===== src/rtl/er_fetch.sv =====
`default_nettype none
// ============================================================================
// Module      : er_fetch
// Description : Earthrise command fetcher. Walks the command list from a
//               start address over a two-cycle-latency read port. JUMP and
//               STOP are resolved internally. Drawing commands are handed to
//               the drawing engine through a 4-entry prefetch FIFO with a
//               valid/ready handshake.
// Revision    : 1.0 - initial release
// ============================================================================
module er_fetch #(
    parameter int WORD  = 32,
    parameter int ADDRW = 9
) (
    input  logic             clk,
    input  logic             rst_n,
    input  logic             start,
    input  logic [ADDRW-1:0] start_addr,
    input  logic             abort,
    output logic             busy,
    output logic             done,
    output logic [ADDRW-1:0] addr_er,
    input  logic [WORD-1:0]  dout_er,
    output logic [WORD-1:0]  cmd,
    output logic             cmd_valid,
    input  logic             cmd_ready
);

    localparam logic [1:0] c_IDLE    = 2'd0;
    localparam logic [1:0] c_RUN     = 2'd1;
    localparam logic [1:0] c_DRAIN   = 2'd2;
    localparam logic [3:0] c_OP_STOP = 4'h0;
    localparam logic [3:0] c_OP_JUMP = 4'hF;
    localparam int         c_DEPTH   = 4;

    logic [1:0]       r_state;
    logic [ADDRW-1:0] r_pc;
    logic [1:0]       r_inflight;      // [0] issued last cycle, [1] data on dout_er now
    logic             r_done;
    logic [WORD-1:0]  r_fifo [c_DEPTH];
    logic [1:0]       r_wptr;
    logic [1:0]       r_rptr;
    logic [2:0]       r_count;

    logic [3:0]       w_op;
    logic             w_ret;
    logic             w_ret_jump;
    logic             w_ret_stop;
    logic             w_push;
    logic             w_pop;
    logic             w_issue;
    logic [2:0]       w_credit_used;

    // Decode the returning list word and decide on issue/push/pop this cycle
    always_comb begin
        w_op          = dout_er[WORD-1 -: 4];
        w_ret         = r_inflight[1] && (r_state == c_RUN);
        w_ret_jump    = w_ret && (w_op == c_OP_JUMP);
        w_ret_stop    = w_ret && (w_op == c_OP_STOP);
        w_push        = w_ret && !w_ret_jump && !w_ret_stop;
        w_pop         = cmd_valid && cmd_ready;
        // Every outstanding read already owns a FIFO slot, so pushes never overflow
        w_credit_used = r_count + {2'b00, r_inflight[0]} + {2'b00, r_inflight[1]};
        w_issue       = (r_state == c_RUN) && (w_credit_used < 3'd4) &&
                        !w_ret_jump && !w_ret_stop && !abort;
    end

    // Control FSM, program counter and in-flight read tracking
    always_ff @(posedge clk or negedge rst_n) begin
        if (!rst_n) begin
            r_state    <= c_IDLE;
            r_pc       <= '0;
            r_inflight <= 2'b00;
            r_done     <= 1'b0;
        end else if (abort) begin
            r_state    <= c_IDLE;
            r_inflight <= 2'b00;
            r_done     <= 1'b0;
        end else begin
            r_done <= 1'b0;
            case (r_state)
                c_IDLE: begin
                    if (start) begin
                        r_state <= c_RUN;
                        r_pc    <= start_addr;
                    end
                end
                c_RUN: begin
                    if (w_ret_stop) begin
                        r_state <= c_DRAIN;
                    end
                end
                c_DRAIN: begin
                    if (r_count == 3'd0) begin
                        r_state <= c_IDLE;
                        r_done  <= 1'b1;
                    end
                end
                default: r_state <= c_IDLE;
            endcase
            if (w_ret_jump) begin
                r_pc <= dout_er[ADDRW-1:0];
            end else if (w_issue) begin
                r_pc <= r_pc + {{(ADDRW-1){1'b0}}, 1'b1};
            end
            // A JUMP or STOP makes every younger read stale
            if (w_ret_jump || w_ret_stop) begin
                r_inflight <= 2'b00;
            end else begin
                r_inflight <= {r_inflight[0], w_issue};
            end
        end
    end

    // FIFO pointers and occupancy
    always_ff @(posedge clk or negedge rst_n) begin
        if (!rst_n) begin
            r_wptr  <= 2'd0;
            r_rptr  <= 2'd0;
            r_count <= 3'd0;
        end else if (abort) begin
            r_wptr  <= 2'd0;
            r_rptr  <= 2'd0;
            r_count <= 3'd0;
        end else begin
            if (w_push) begin
                r_wptr <= r_wptr + 2'd1;
            end
            if (w_pop) begin
                r_rptr <= r_rptr + 2'd1;
            end
            case ({w_push, w_pop})
                2'b10:   r_count <= r_count + 3'd1;
                2'b01:   r_count <= r_count - 3'd1;
                default: r_count <= r_count;
            endcase
        end
    end

    // FIFO storage; contents are don't-care while the slot is unoccupied
    always_ff @(posedge clk) begin
        if (w_push) begin
            r_fifo[r_wptr] <= dout_er;
        end
    end

    assign addr_er   = r_pc;
    assign busy      = (r_state != c_IDLE);
    assign done      = r_done;
    assign cmd_valid = (r_count != 3'd0);
    assign cmd       = cmd_valid ? r_fifo[r_rptr] : '0;

endmodule
`default_nettype wire


===== config.mk =====
export PLATFORM = sky130hd
export DESIGN_NAME = er_fetch
export DESIGN_NICKNAME = d
export VERILOG_FILES = /design/src/rtl/er_fetch.sv
export SDC_FILE = /design/constraint.sdc
export NUM_CORES = 1
export LEC_CHECK = 0
export CAP_MARGIN = 40
export CORE_MARGIN = 2
export CORE_UTILIZATION = 25
export CTS_BUF_LIST = sky130_fd_sc_hd__clkbuf_2
export CTS_CLUSTER_SIZE = 10
export DETAILED_ROUTE_END_ITERATION = 12
export GPL_TIMING_DRIVEN = 0
export PLACE_DENSITY = 0.46
export SLEW_MARGIN = 20
export SYNTH_ARGS = -nofsm -noshare
export SYNTH_HDL_FRONTEND = slang
export SYNTH_SLANG_ARGS = --single-unit

===== constraint.sdc =====
create_clock -name clk -period 6.2 [get_ports clk]
set_input_delay 0.93 -clock clk [delete_from_list [all_inputs] [get_ports clk]]
set_output_delay 0.93 -clock clk [all_outputs]
set_load 0.02 [all_outputs]

**Yosys cells after proc, flatten, opt, wreduce, memory -nomap -nowiden**

Memory sizes are Yosys's and may differ from the RTL's.
Index checks and enable logic that the tools add are counted.

- Logic and storage cells: 74
- Output and inout port bits: 44
- Flip-flop bits (word level): 21
- Bits of input ports: 46
- Memories kept: 1
- Bits in writable memories: 128

- Multiplexer cells: 23
- Reduce and logical (&&, ||, !) cells: 26
- $add $sub $neg: 7
- $lt $le $gt $ge: 1
- Bitwise gates (word level): 1
- Equal/unequal tests: 8

Memories:

| memory | depth | width | rd ports | clocked after memory_dff | write ports | RTL line | source |
|---|---|---|---|---|---|---|---|
| r_fifo | 4 | 32 | 1 | 0 | 1 | 40 | `logic [WORD-1:0] r_fifo [c_DEPTH];` |

Operators by type and width:

| cell | count |
|---|---|
| 2-to-1 mux 9 bit | 4 |
| 2-to-1 mux 32 bit | 1 |
| 2-to-1 mux 2 bit | 10 |
| nonzero test 3 bit | 4 |
| logical AND 1 bit | 10 |
| adder 9 x 1 -> 9 bit, second input constant | 1 |
| != test 3 bit, second input constant | 3 |
| adder 3 x 1 -> 3 bit | 2 |
| case mux 2 bit (3 select lines) | 1 |
| case mux 3 bit (2 select lines) | 1 |
| AND reduction 3 bit | 2 |
| nonzero test 2 bit | 3 |
| 2-to-1 mux 1 bit | 5 |
| adder 2 x 1 -> 2 bit, second input constant | 2 |
| equality test 2 x 1 -> 1 bit, second input constant | 2 |
| equality test 2 bit, second input constant | 2 |
| equality test 4 bit, second input constant | 1 |
| logical NOT 4 bit | 1 |
| adder 3 x 1 -> 3 bit, second input constant | 1 |
| logical NOT 1 bit | 3 |
| logical NOT 3 bit | 1 |
| less-than comparator 3 bit, second input constant | 1 |
| 2-to-1 mux 3 bit | 1 |
| subtractor 3 x 1 -> 3 bit, second input constant | 1 |
| other kinds (3) | 3 |

**Depth between registers and ports, before layout**

Gate-level depths: netlist of the first run.

- Word-level depth: 9
- Gate-level depth with buffers: 8

**Least setup slack after synthesis of the first run**

OpenSTA, ideal clock, no wires.

- Path kind: input to register
- Start point: input port dout_er[31]
- End point: memory r_fifo[0][0], enable pin
- Buffers on the path: 0
- Cell stages on the path: 4
- Setup slack: 3510 ps
- Setup time: 392 ps
- Arrival time: 2298 ps
- Required time: 5808 ps
- Cell sequence: nand4_1 -> nand2_2 -> nor2_1 -> and2_1

- Cells in the longest elaborated chain, start to end: 7

RTL lines:

| item | RTL line | source |
|---|---|---|
| start: declaration | 23 | `input logic [WORD-1:0] dout_er,` |
| equality test 4 bit | 58 | `w_ret_jump = w_ret && (w_op == c_OP_JUMP);` |
| logical AND 1 bit | 58 |  |
| logical NOT 1 bit | 60 | `w_push = w_ret && !w_ret_jump && !w_ret_stop;` |
| logical AND 1 bit | 60 |  |
| logical AND 1 bit * | 60 |  |
| 2-to-1 mux 1 bit * | 142 | `if (w_push) begin` |
| 2-to-1 mux 1 bit (not written as such) * | 143 | `r_fifo[r_wptr] <= dout_er;` |
| end: declaration | 40 |  |

Every way passes the cells marked *; elsewhere a longest branch is shown, timed or not.

**Worst setup path after layout of the first run**

- Start point: register r_rptr[0]
- End point: output port cmd[14]

- Cells in the longest elaborated chain, start to end: 2

RTL lines:

| item | RTL line | source |
|---|---|---|
| start: declaration | 42 | `logic [1:0] r_rptr;` |
| start signal: assignment | 130 | `r_rptr <= r_rptr + 2'd1;` |
| memory (4 x 32 bit) | n/a |  |
| 2-to-1 mux 32 bit | 151 | `assign cmd = cmd_valid ? r_fifo[r_rptr] : '0;` |
| end: declaration | 24 | `output logic [WORD-1:0] cmd,` |

No other way between the ends.

==> results of run 1 <==
state kept, by name, summed over array words and instances, names as in the netlist:
signal	count
r_fifo	128
addr_er	9
r_count	3
r_inflight	2
r_rptr	2
r_state	2
r_wptr	2
done	1
worst min-delay path: stages, from the launching register on:
cell	delay [ns]
dfrtp_1	0.44
nand2b_1	0.07
a21oi_1	0.04
layer usage:
layer	vias to the layer above	GRT usage, %	routed length [um]	share of wire, %
met4	0	3.017	136	0.97
met1	1779	14.48	6553	47
met5	-	0	0	0
met3	12	3.218	739	5.3
li1	1617	-	-	-
met2	93	18.36	6566	47
report_power, final:
| part | switching (mW) | internal (mW) | total, mW |
|---|---|---|---|
| Clock | 0.382 | 0.156 | 0.538 |
| Combinational | 0.472 | 0.462 | 0.934 |
| Sequential | 0.0498 | 1.12 | 1.17 |
kinds of logic after synthesis:
family / share of synthesized area, %
AO/OA/AOI/OAI: 2.756
XOR/XNOR: 1.689
adder cells (fa/ha/maj): 1.529
buffers and inverters: 1.891
flip-flops: 70.23
multiplexers: 11.91
AND/OR/NAND/NOR: 9.996
cells in the mapped netlist (2+ instances only):
library cell  count  share of area, %
mux4_2           32                12
clkbuf_1         10              0.60
ha_1              6               1.2
nor3_1            9              0.72
a41oi_1           7              0.99
o21ai_0           2              0.16
edfxtp_1        128                62
buf_6             2              0.36
a31oi_1           2              0.20
and2_1           36               3.6
mux2i_1           2              0.32
nor2b_1           2              0.20
nor2_1           17               1.0
a21oi_1           3              0.24
xnor2_1           5              0.70
buf_4             2              0.24
nand2_1          16              0.97
nand3_1           5              0.40
inv_1             6              0.36
or2_2             2              0.20
dfrtp_1          21               8.4
nand4_1           2              0.20
xor2_1            7              0.99
buf_2             4              0.32
or3_1             2              0.20
nand3b_1          8              0.97
through the flow:
stage	utilization (%)	cells	hold slack [ns]	total power, mW	worst slack (ns)
final	32.22	810	0.5294	2.646	2.059
after global placement	30.82	771	0.5184	2.144	2.023
after floorplan	-	358	0.4845	1.732	3.510
after detailed placement	31.26	776	0.5287	2.153	2.726
after CTS	32.20	808	0.5050	2.698	1.872
after global routing	32.21	809	0.4863	2.804	1.720
layout make-up:
type	count	area, sq um	area share (%)
well taps	324	405.4	5.158
inverters	6	22.52	0.2866
diodes	2	5.005	0.06368
clock inverters	15	143.9	1.831
multi-input cells	185	1739	22.13
repair buffers	94	993.5	12.64
plain buffers	18	95.09	1.210
flip-flops and latches	149	4369	55.60
clock buffers	17	85.08	1.083
worst min-delay path by stage:
| stage | startpoint | endpoint | cells after the start |
|---|---|---|---|
| after floorplan | r_state[1]$_DFFE_PN0P_ | r_state[0]$_DFFE_PN0P_ | 1 |
| after global placement | r_state[1]$_DFFE_PN0P_ | r_state[0]$_DFFE_PN0P_ | 1 |
| after detailed placement | r_state[1]$_DFFE_PN0P_ | r_state[0]$_DFFE_PN0P_ | 1 |
| after CTS | rst_n | addr_er[5]$_DFFE_PN0P_ | 1 |
| after global routing | rst_n | addr_er[6]$_DFFE_PN0P_ | 1 |
| final | r_inflight[0]$_DFF_PN0_ | r_inflight[1]$_DFF_PN0_ | 2 |
cell usage in the layout, fill, tap and decap left out, types with 8 or more instances in the layout:
master           instances
clkdlybuf4s50_1         89
nand2_1                 16
and2_1                  32
nor3_1                   9
mux4_2                  32
clkbuf_1                10
dfrtp_1                 21
clkbuf_2                17
edfxtp_1               128
nand3b_1                 8
nor2_1                  17
==> flow_summary.json, run 1 <==
{
  "fin_crit_sh_pct": 66.79,
  "area_growth_pct": 26.33,
  "crit_path_end_kind": "output pin",
  "cpPeakStageDelay_ns": 0.57,
  "crit_end": "cmd[14]",
  "clkLatencyLatePin_ns": 0.72,
  "crit_required_ns": 5.27,
  "ys_ff_latch": 149,
  "finalCriticalPeriod_ns": 4.141,
  "ctsResizeCount": 0,
  "fin_setup_tns_ns": 0,
  "hpwl_mm": 9.368,
  "floorplan.initialDensity_pct": 25.51,
  "drtPass1Iterations": 4,
  "chipHeight_um": 161.7,
  "critPathLaunch": "r_rptr[0]$_DFFE_PN0P_",
  "syn-instance-count": 358,
  "clock_skew_ns": 0.03369,
  "cts-root-buf": "clkbuf_2",
  "ff2ff_path_depth": 7,
  "core_area_sq_mm": 0.02439,
  "timing.rr.end": "addr_er[7]$_DFFE_PN0P_",
  "min-delay-path-class": "reg2reg",
  "async_flop_share_pct": 14.09,
  "syn_area_per_cell_sq_um": 17.38,
  "gp_congestion": 0.7148,
  "cts_max_level": 4,
  "critical-path-top-delay-family": "buffers and inverters",
  "crit_buf_inv": 3,
  "grt_max_degree": 25,
  "setup_viol": 0,
  "fillerInstances": 2408,
  "vdd_drop_max_v": 0.0001579,
  "path_max_fanout": 10,
  "remaining_drc_errors": 0,
  "grt_usage_pct": 11.15,
  "slew_violations": 0,
  "status": "completed",
  "grt_pass1_wl_mm": 21.69,
  "avgRoutedWirePerCell_um": 17.28,
  "final_area_sq_mm": 0.007859,
  "tritoncts": "built",
  "reg2reg_from": "r_state[1]$_DFFE_PN0P_",
  "critPathKind": "reg2out",
  "max_slew_margin_pct": 52.94,
  "crit_chain": "clkbuf_1, buf_2, mux4_2, and2_1, clkdlybuf4s50_1",
  "grt_overflow": 0,
  "die_w_um": 161.7,
  "cts_buffers": 17,
  "antenna_found_initial": 1,
  "vias": 3501,
  "synthFlopType": "edfxtp_1",
  "crit_path_start_kind": "register",
  "synth_fp_nets": 411,
  "hold_viol_final": 0,
  "io_pins": 90,
  "via_per_inst": 4.322,
  "powerDensity_mw_per_mm2": 336.7,
  "clkTransAtPathRegs_ns": 0.23,
  "postCtsHoldBufs": 0,
  "ant_nets": 0,
  "rrSetupSlack_ns": 3.94,
  "port_buffers": 89,
  "cp.depth": 5,
  "ys_types": 46,
  "drtIter0Drc": 136,
  "grt_pass1_vias": 3744,
  "die_area_sq_mm": 0.02616,
  "cp.arrival_ns": 3.21,
  "yosysWarnings": 0,
  "postCtsSetupBuffers": 0,
  "drv.max_cap_violation_count": 0,
  "fmax_ghz": 0.2415,
  "wl_mm": 14.00,
  "clkSinkCount": 149,
  "synth_area_sq_mm": 0.006221,
  "drive_gt1_share_pct": 18.39,
  "nets": 524,
  "ys_seq_area_share_pct": 70.23,
  "synth-edff-count": 128,
  "cp_slowest_cell": "mux4_2",
  "p_leak_nw": 2.539,
  "place_area_sq_mm": 0.007625,
  "cts_buffer_depth": 2,
  "fp-row-count": 57,
  "grt_setup_unrepaired": "no",
  "worstMarginPinSlew_ns": 0.7058
}
Power figures use the tool's default switching activity.
==> run 2, diff against run 1 <==
Clock period 6.2 ns to 4 ns, I/O delays scaled along.
==> flow_summary.json, run 2 (synthesis gave the netlist of run 1 again) <==
{
  "status": "completed",
  "powerDensity_mw_per_mm2": 521.8,
  "grt_overflow": 0,
  "rrSetupSlack_ns": 1.73,
  "clkTransAtPathRegs_ns": 0.24,
  "slew_violations": 0,
  "grt_usage_pct": 11.15,
  "fp-row-count": 57,
  "timing.rr.end": "addr_er[7]$_DFFE_PN0P_",
  "area_growth_pct": 26.31,
  "fin_setup_tns_ns": 0,
  "nets": 523,
  "avgRoutedWirePerCell_um": 17.29,
  "cts_buffers": 17,
  "drv.max_cap_violation_count": 0,
  "ant_nets": 0,
  "drtIter0Drc": 143,
  "vdd_drop_max_v": 0.0002445,
  "finalCriticalPeriod_ns": 3.630,
  "path_max_fanout": 10,
  "cts_max_level": 4,
  "wl_mm": 13.97,
  "p_comb_share_pct": 35.0,
  "critPathLaunch": "r_rptr[1]$_DFFE_PN0P_",
  "floorplan.initialDensity_pct": 25.51,
  "vias": 3481,
  "cts_buffer_depth": 2,
  "p_leak_nw": 2.537,
  "layout_setup_ws_ns": 0.3695,
  "dpl_worst_slack_ns": 0.8555,
  "critPathKind": "reg2out",
  "via_per_inst": 4.308,
  "crit_path_end_kind": "output pin",
  "io_pins": 90,
  "cts-root-buf": "clkbuf_2",
  "setup_viol": 0,
  "chipHeight_um": 161.7,
  "clkLatencyLatePin_ns": 0.71,
  "antenna_found_initial": 1,
  "gp_congestion": 0.7148,
  "tritoncts": "built",
  "drive_gt1_share_pct": 18.43,
  "drtPass1Iterations": 4,
  "grt_pass1_wl_mm": 21.69,
  "p_clk_share_pct": 20.3,
  "die_area_sq_mm": 0.02616,
  "hold_viol_final": 0,
  "largest_reg_flops": 128,
  "clkSinkCount": 149,
  "mostFrequentLayoutCell": "edfxtp_1",
  "fin_crit_sh_pct": 90.76,
  "worstMarginPinSlew_ns": 0.6893,
  "grt_max_degree": 25,
  "ff2ff_path_depth": 7,
  "switchingPower_mw": 1.397,
  "final_cell_mix": "edfxtp_1 (128), clkdlybuf4s50_1 (89), mux4_2 (32), and2_1 (32), dfrtp_1 (21)",
  "crit_required_ns": 3.40,
  "port_buffers": 89,
  "seqPwrFrac_pct": 44.7,
  "p_int_mw": 2.703,
  "grt_pass1_vias": 3744,
  "max_slew_margin_pct": 54.05,
  "crit_path_start_kind": "register",
  "die_w_um": 161.7,
  "min-delay-path-class": "in2async",
  "remaining_drc_errors": 0,
  "switching_share_pct": 34.08,
  "core_area_sq_mm": 0.02439,
  "reg2reg_from": "r_state[1]$_DFFE_PN0P_",
  "hpwl_mm": 9.368,
  "clock_skew_ns": 0.03353,
  "grt_setup_unrepaired": "no",
  "top_register": "r_fifo",
  "cp.arrival_ns": 3.03,
  "fmax_ghz": 0.2754,
  "postCtsSetupBuffers": 0
}
## run 2: cell count changes in the layout (fill, tap and decap cells not counted), sizes merged
cell,change
diode,-1
buf,-2
clkbuf,+1
## run 2: repair_timing
item                                    CTS  global route
gates resized for setup                   0             2
hold buffers                              0             0
endpoints found under the setup margin    0            28
## run 2: worst max path at each step
stage / end / slack [ns] / cells past startpoint
2_1_floorplan: r_fifo[0][0]$_DFFE_PP_ / 1.64 / 4
3_3_place_gp: r_fifo[2][18]$_DFFE_PP_ / 0.15 / 5
3_5_place_dp: cmd[3] / 0.86 / 5
4_1_cts: cmd[3] / 0.002 / 5
5_1_grt: cmd[12] / 0.01 / 5
6_report: cmd[3] / 0.37 / 5
## run 2: power groups by stage
stage	sequential (mW)	clock, mW	combinational (mW)
floorplan	1.88	0	0.809
global placement	1.85	0	1.47
detailed placement	1.85	0	1.49
CTS	1.82	0.874	1.49
global route	1.85	0.937	1.56
finish	1.83	0.831	1.43
## run 2: layout make-up
| type | instances | area (sq um) |
|---|---|---|
| Clock inverter | 15 | 143.9 |
| Clock buffer | 17 | 85.08 |
| Buffer | 17 | 96.34 |
| Antenna cell | 1 | 2.502 |
| Timing Repair Buffer | 94 | 993.5 |
| Sequential cell | 149 | 4369 |
| Tap cell | 324 | 405.4 |
| Multi-Input combinational cell | 185 | 1739 |
| Fill cell | 2408 | 16530 |
| Inverter | 6 | 22.52 |
## run 2: worst max-delay path, cell delays in order (launching register included)
cell and delay (ns):
dfrtp_1 0.37, clkbuf_1 0.27, clkbuf_1 0.57, mux4_2 0.40
and2_1 0.19, clkdlybuf4s50_1 0.54
## run 2: per-stage QoR
stage,cell area (sq um),util [%],power [mW],hold WS (ns),instances
5_1_grt,7858,32.21,4.347,0.1563,808
3_3_place_gp,7517,30.82,3.323,0.5184,771
2_1_floorplan,6221,-,2.684,0.3044,358
4_1_cts,7854,32.20,4.182,0.1750,808
6_report,7858,32.21,4.100,0.2473,808
3_5_place_dp,7625,31.26,3.337,0.5287,776
## run 2: per-layer routing
layer | share of wire, % | vias up | wire, um | GRT usage (%)
met5 | 0 | - | 0 | 0
met2 | 47 | 96 | 6616 | 18.36
li1 | - | 1613 | - | -
met3 | 5.2 | 11 | 721 | 3.218
met1 | 47 | 1761 | 6497 | 14.48
met4 | 0.95 | 0 | 133 | 3.017
==> run 3, diff against run 2 <==
Settings changed: CTS_BUF_LIST sky130_fd_sc_hd__clkbuf_2 to not set, TNS_END_PERCENT set to 1.
==> flow_summary.json, run 3 (synthesis gave the netlist of run 1 again) <==
{
  "ant_nets": 0,
  "area_growth_pct": 31.72,
  "crit_buf_inv": 3,
  "postCtsSetupBuffers": 0,
  "clkLatencyLatePin_ns": 0.42,
  "critical-path-top-delay-family": "buffers and inverters",
  "clkTransAtPathRegs_ns": 0.06,
  "drtPass1Iterations": 6,
  "final_cell_mix": "edfxtp_1 (128), clkdlybuf4s50_1 (89), mux4_2 (32), and2_1 (32), dfrtp_1 (21)",
  "worstMarginPinSlew_ns": 0.7074,
  "slew_violations": 0,
  "vias": 3515,
  "clock_skew_ns": 0.007356,
  "status": "completed",
  "core_area_sq_mm": 0.02439,
  "die_w_um": 161.7,
  "fin_crit_sh_pct": 86.74,
  "crit_required_ns": 3.40,
  "holdPathEnd": "r_inflight[1]$_DFF_PN0_",
  "cp_slowest_cell": "mux4_2",
  "cts_max_level": 4,
  "final_util_pct": 33.60,
  "cts_buffers": 17,
  "critPathKind": "reg2out",
  "antenna_found_initial": 0,
  "drtIter0Drc": 138,
  "remaining_drc_errors": 0,
  "fp-row-count": 57,
  "crit_path_end_kind": "output pin",
  "grt_overflow": 0,
  "grt_setup_unrepaired": "no",
  "clkSinkCount": 149,
  "diodes": 0,
  "tritoncts": "built",
  "gp_congestion": 0.7148,
  "avgRoutedWirePerCell_um": 17.40,
  "reg2reg_from": "r_state[1]$_DFFE_PN0P_",
  "vdd_drop_max_v": 0.0002448,
  "min_path_cells": 2,
  "cpPeakStageDelay_ns": 0.56,
  "cp.depth": 5,
  "fillerInstances": 2375,
  "drv.max_cap_violation_count": 0,
  "crit_path_start_kind": "register",
  "grt_pass1_vias": 3770,
  "min-delay-path-class": "reg2reg",
  "via_per_inst": 4.350,
  "timing.rr.end": "addr_er[7]$_DFFE_PN0P_",
  "rrSetupSlack_ns": 1.76,
  "cp.arrival_ns": 2.87,
  "hp-start": "r_inflight[0]$_DFF_PN0_",
  "hpwl_mm": 9.368,
  "cts_buffer_depth": 2,
  "grt_max_degree": 25,
  "chipHeight_um": 161.7,
  "setup_viol": 0,
  "largest_reg_flops": 128,
  "ff2ff_path_depth": 7,
  "path_max_fanout": 10,
  "fin_setup_tns_ns": 0,
  "ctsResizeCount": 0,
  "max_slew_margin_pct": 52.84,
  "die_area_sq_mm": 0.02616,
  "finalCriticalPeriod_ns": 3.470,
  "drive_gt1_share_pct": 18.39,
  "wl_mm": 14.06,
  "crit_chain": "clkbuf_1, buf_2, mux4_2, and2_1, clkdlybuf4s50_1",
  "fmax_ghz": 0.2882,
  "p_leak_nw": 2.678,
  "nets": 524,
  "port_buffers": 89,
  "postCtsHoldBufs": 0,
  "grt_pass1_wl_mm": 21.81,
  "hold_viol_final": 0,
  "mostFrequentLayoutCell": "edfxtp_1",
  "io_pins": 90,
  "powerDensity_mw_per_mm2": 586.4,
  "grt_usage_pct": 11.31,
  "floorplan.initialDensity_pct": 25.51,
  "cts-root-buf": "clkbuf_16",
  "top_register": "r_fifo"
}
==> run 3: changes by cell type in the layout (fill, tap and decap cells not counted), sizes merged <==
cell    delta
buf        +2
clkbuf     -1
diode      -1
==> run 3: routing by layer <==
metal	track usage [%]	vias up	routed length, um	part of all wire, %
li1	-	1619	-	-
met1	14.45	1782	6413	46
met2	18.53	103	6722	48
met3	3.371	11	780	5.5
met4	3.620	0	146	1.0
met5	0	-	0	0
==> run 3: how the worst max path moves through the flow <==
stage | from | endpoint | slack (ns)
floorplan | dout_er[31] | r_fifo[0][0]$_DFFE_PP_ | 1.64
global placement | dout_er[28] | r_fifo[2][18]$_DFFE_PP_ | 0.15
detailed placement | r_rptr[0]$_DFFE_PN0P_ | cmd[3] | 0.86
CTS | r_rptr[0]$_DFFE_PN0P_ | cmd[3] | 0.40
global route | r_rptr[0]$_DFFE_PN0P_ | cmd[3] | 0.27
finish | r_rptr[0]$_DFFE_PN0P_ | cmd[14] | 0.53
==> run 3: tightest hold or removal path, delay by kind of cell (launching register included) <==
kind | cells | cell delay, ns
DFF | 1 | 0.38
and+or+nand+nor | 1 | 0.07
AOI/OAI and AO/OA | 1 | 0.04
==> run 3: area by class of cell <==
class	instances	area, sq um	area share (%)
sequential	149	4369	53.32
multi-input combinational	185	1739	21.22
timing repair buffer	94	993.5	12.12
clock buffer	17	425.4	5.192
tap	324	405.4	4.947
clock inverter	15	143.9	1.756
buffer	18	95.09	1.160
inverter	6	22.52	0.2749
==> run 3: where the power goes <==
| part | internal [mW] | leakage [nW] | switching, mW |
|---|---|---|---|
| Sequential | 1.74 | 1.42 | 0.0777 |
| Clock | 0.872 | 0.275 | 0.661 |
| Combinational | 0.716 | 0.986 | 0.734 |
| Total | 3.33 | 2.68 | 1.47 |
==> run 3: per-stage QoR <==
stage                     hold WS, ns  setup slack [ns]  cell area (sq um)  std cells  power [mW]
after global routing           0.5685            0.2708               8194        808       5.057
after floorplan                0.3044             1.640               6221        358       2.684
after global placement         0.5184            0.1532               7517        771       3.323
after CTS                      0.5321            0.3987               8194        808       4.894
after detailed placement       0.5287            0.8555               7625        776       3.337
final                          0.5233            0.5304               8194        808       4.805
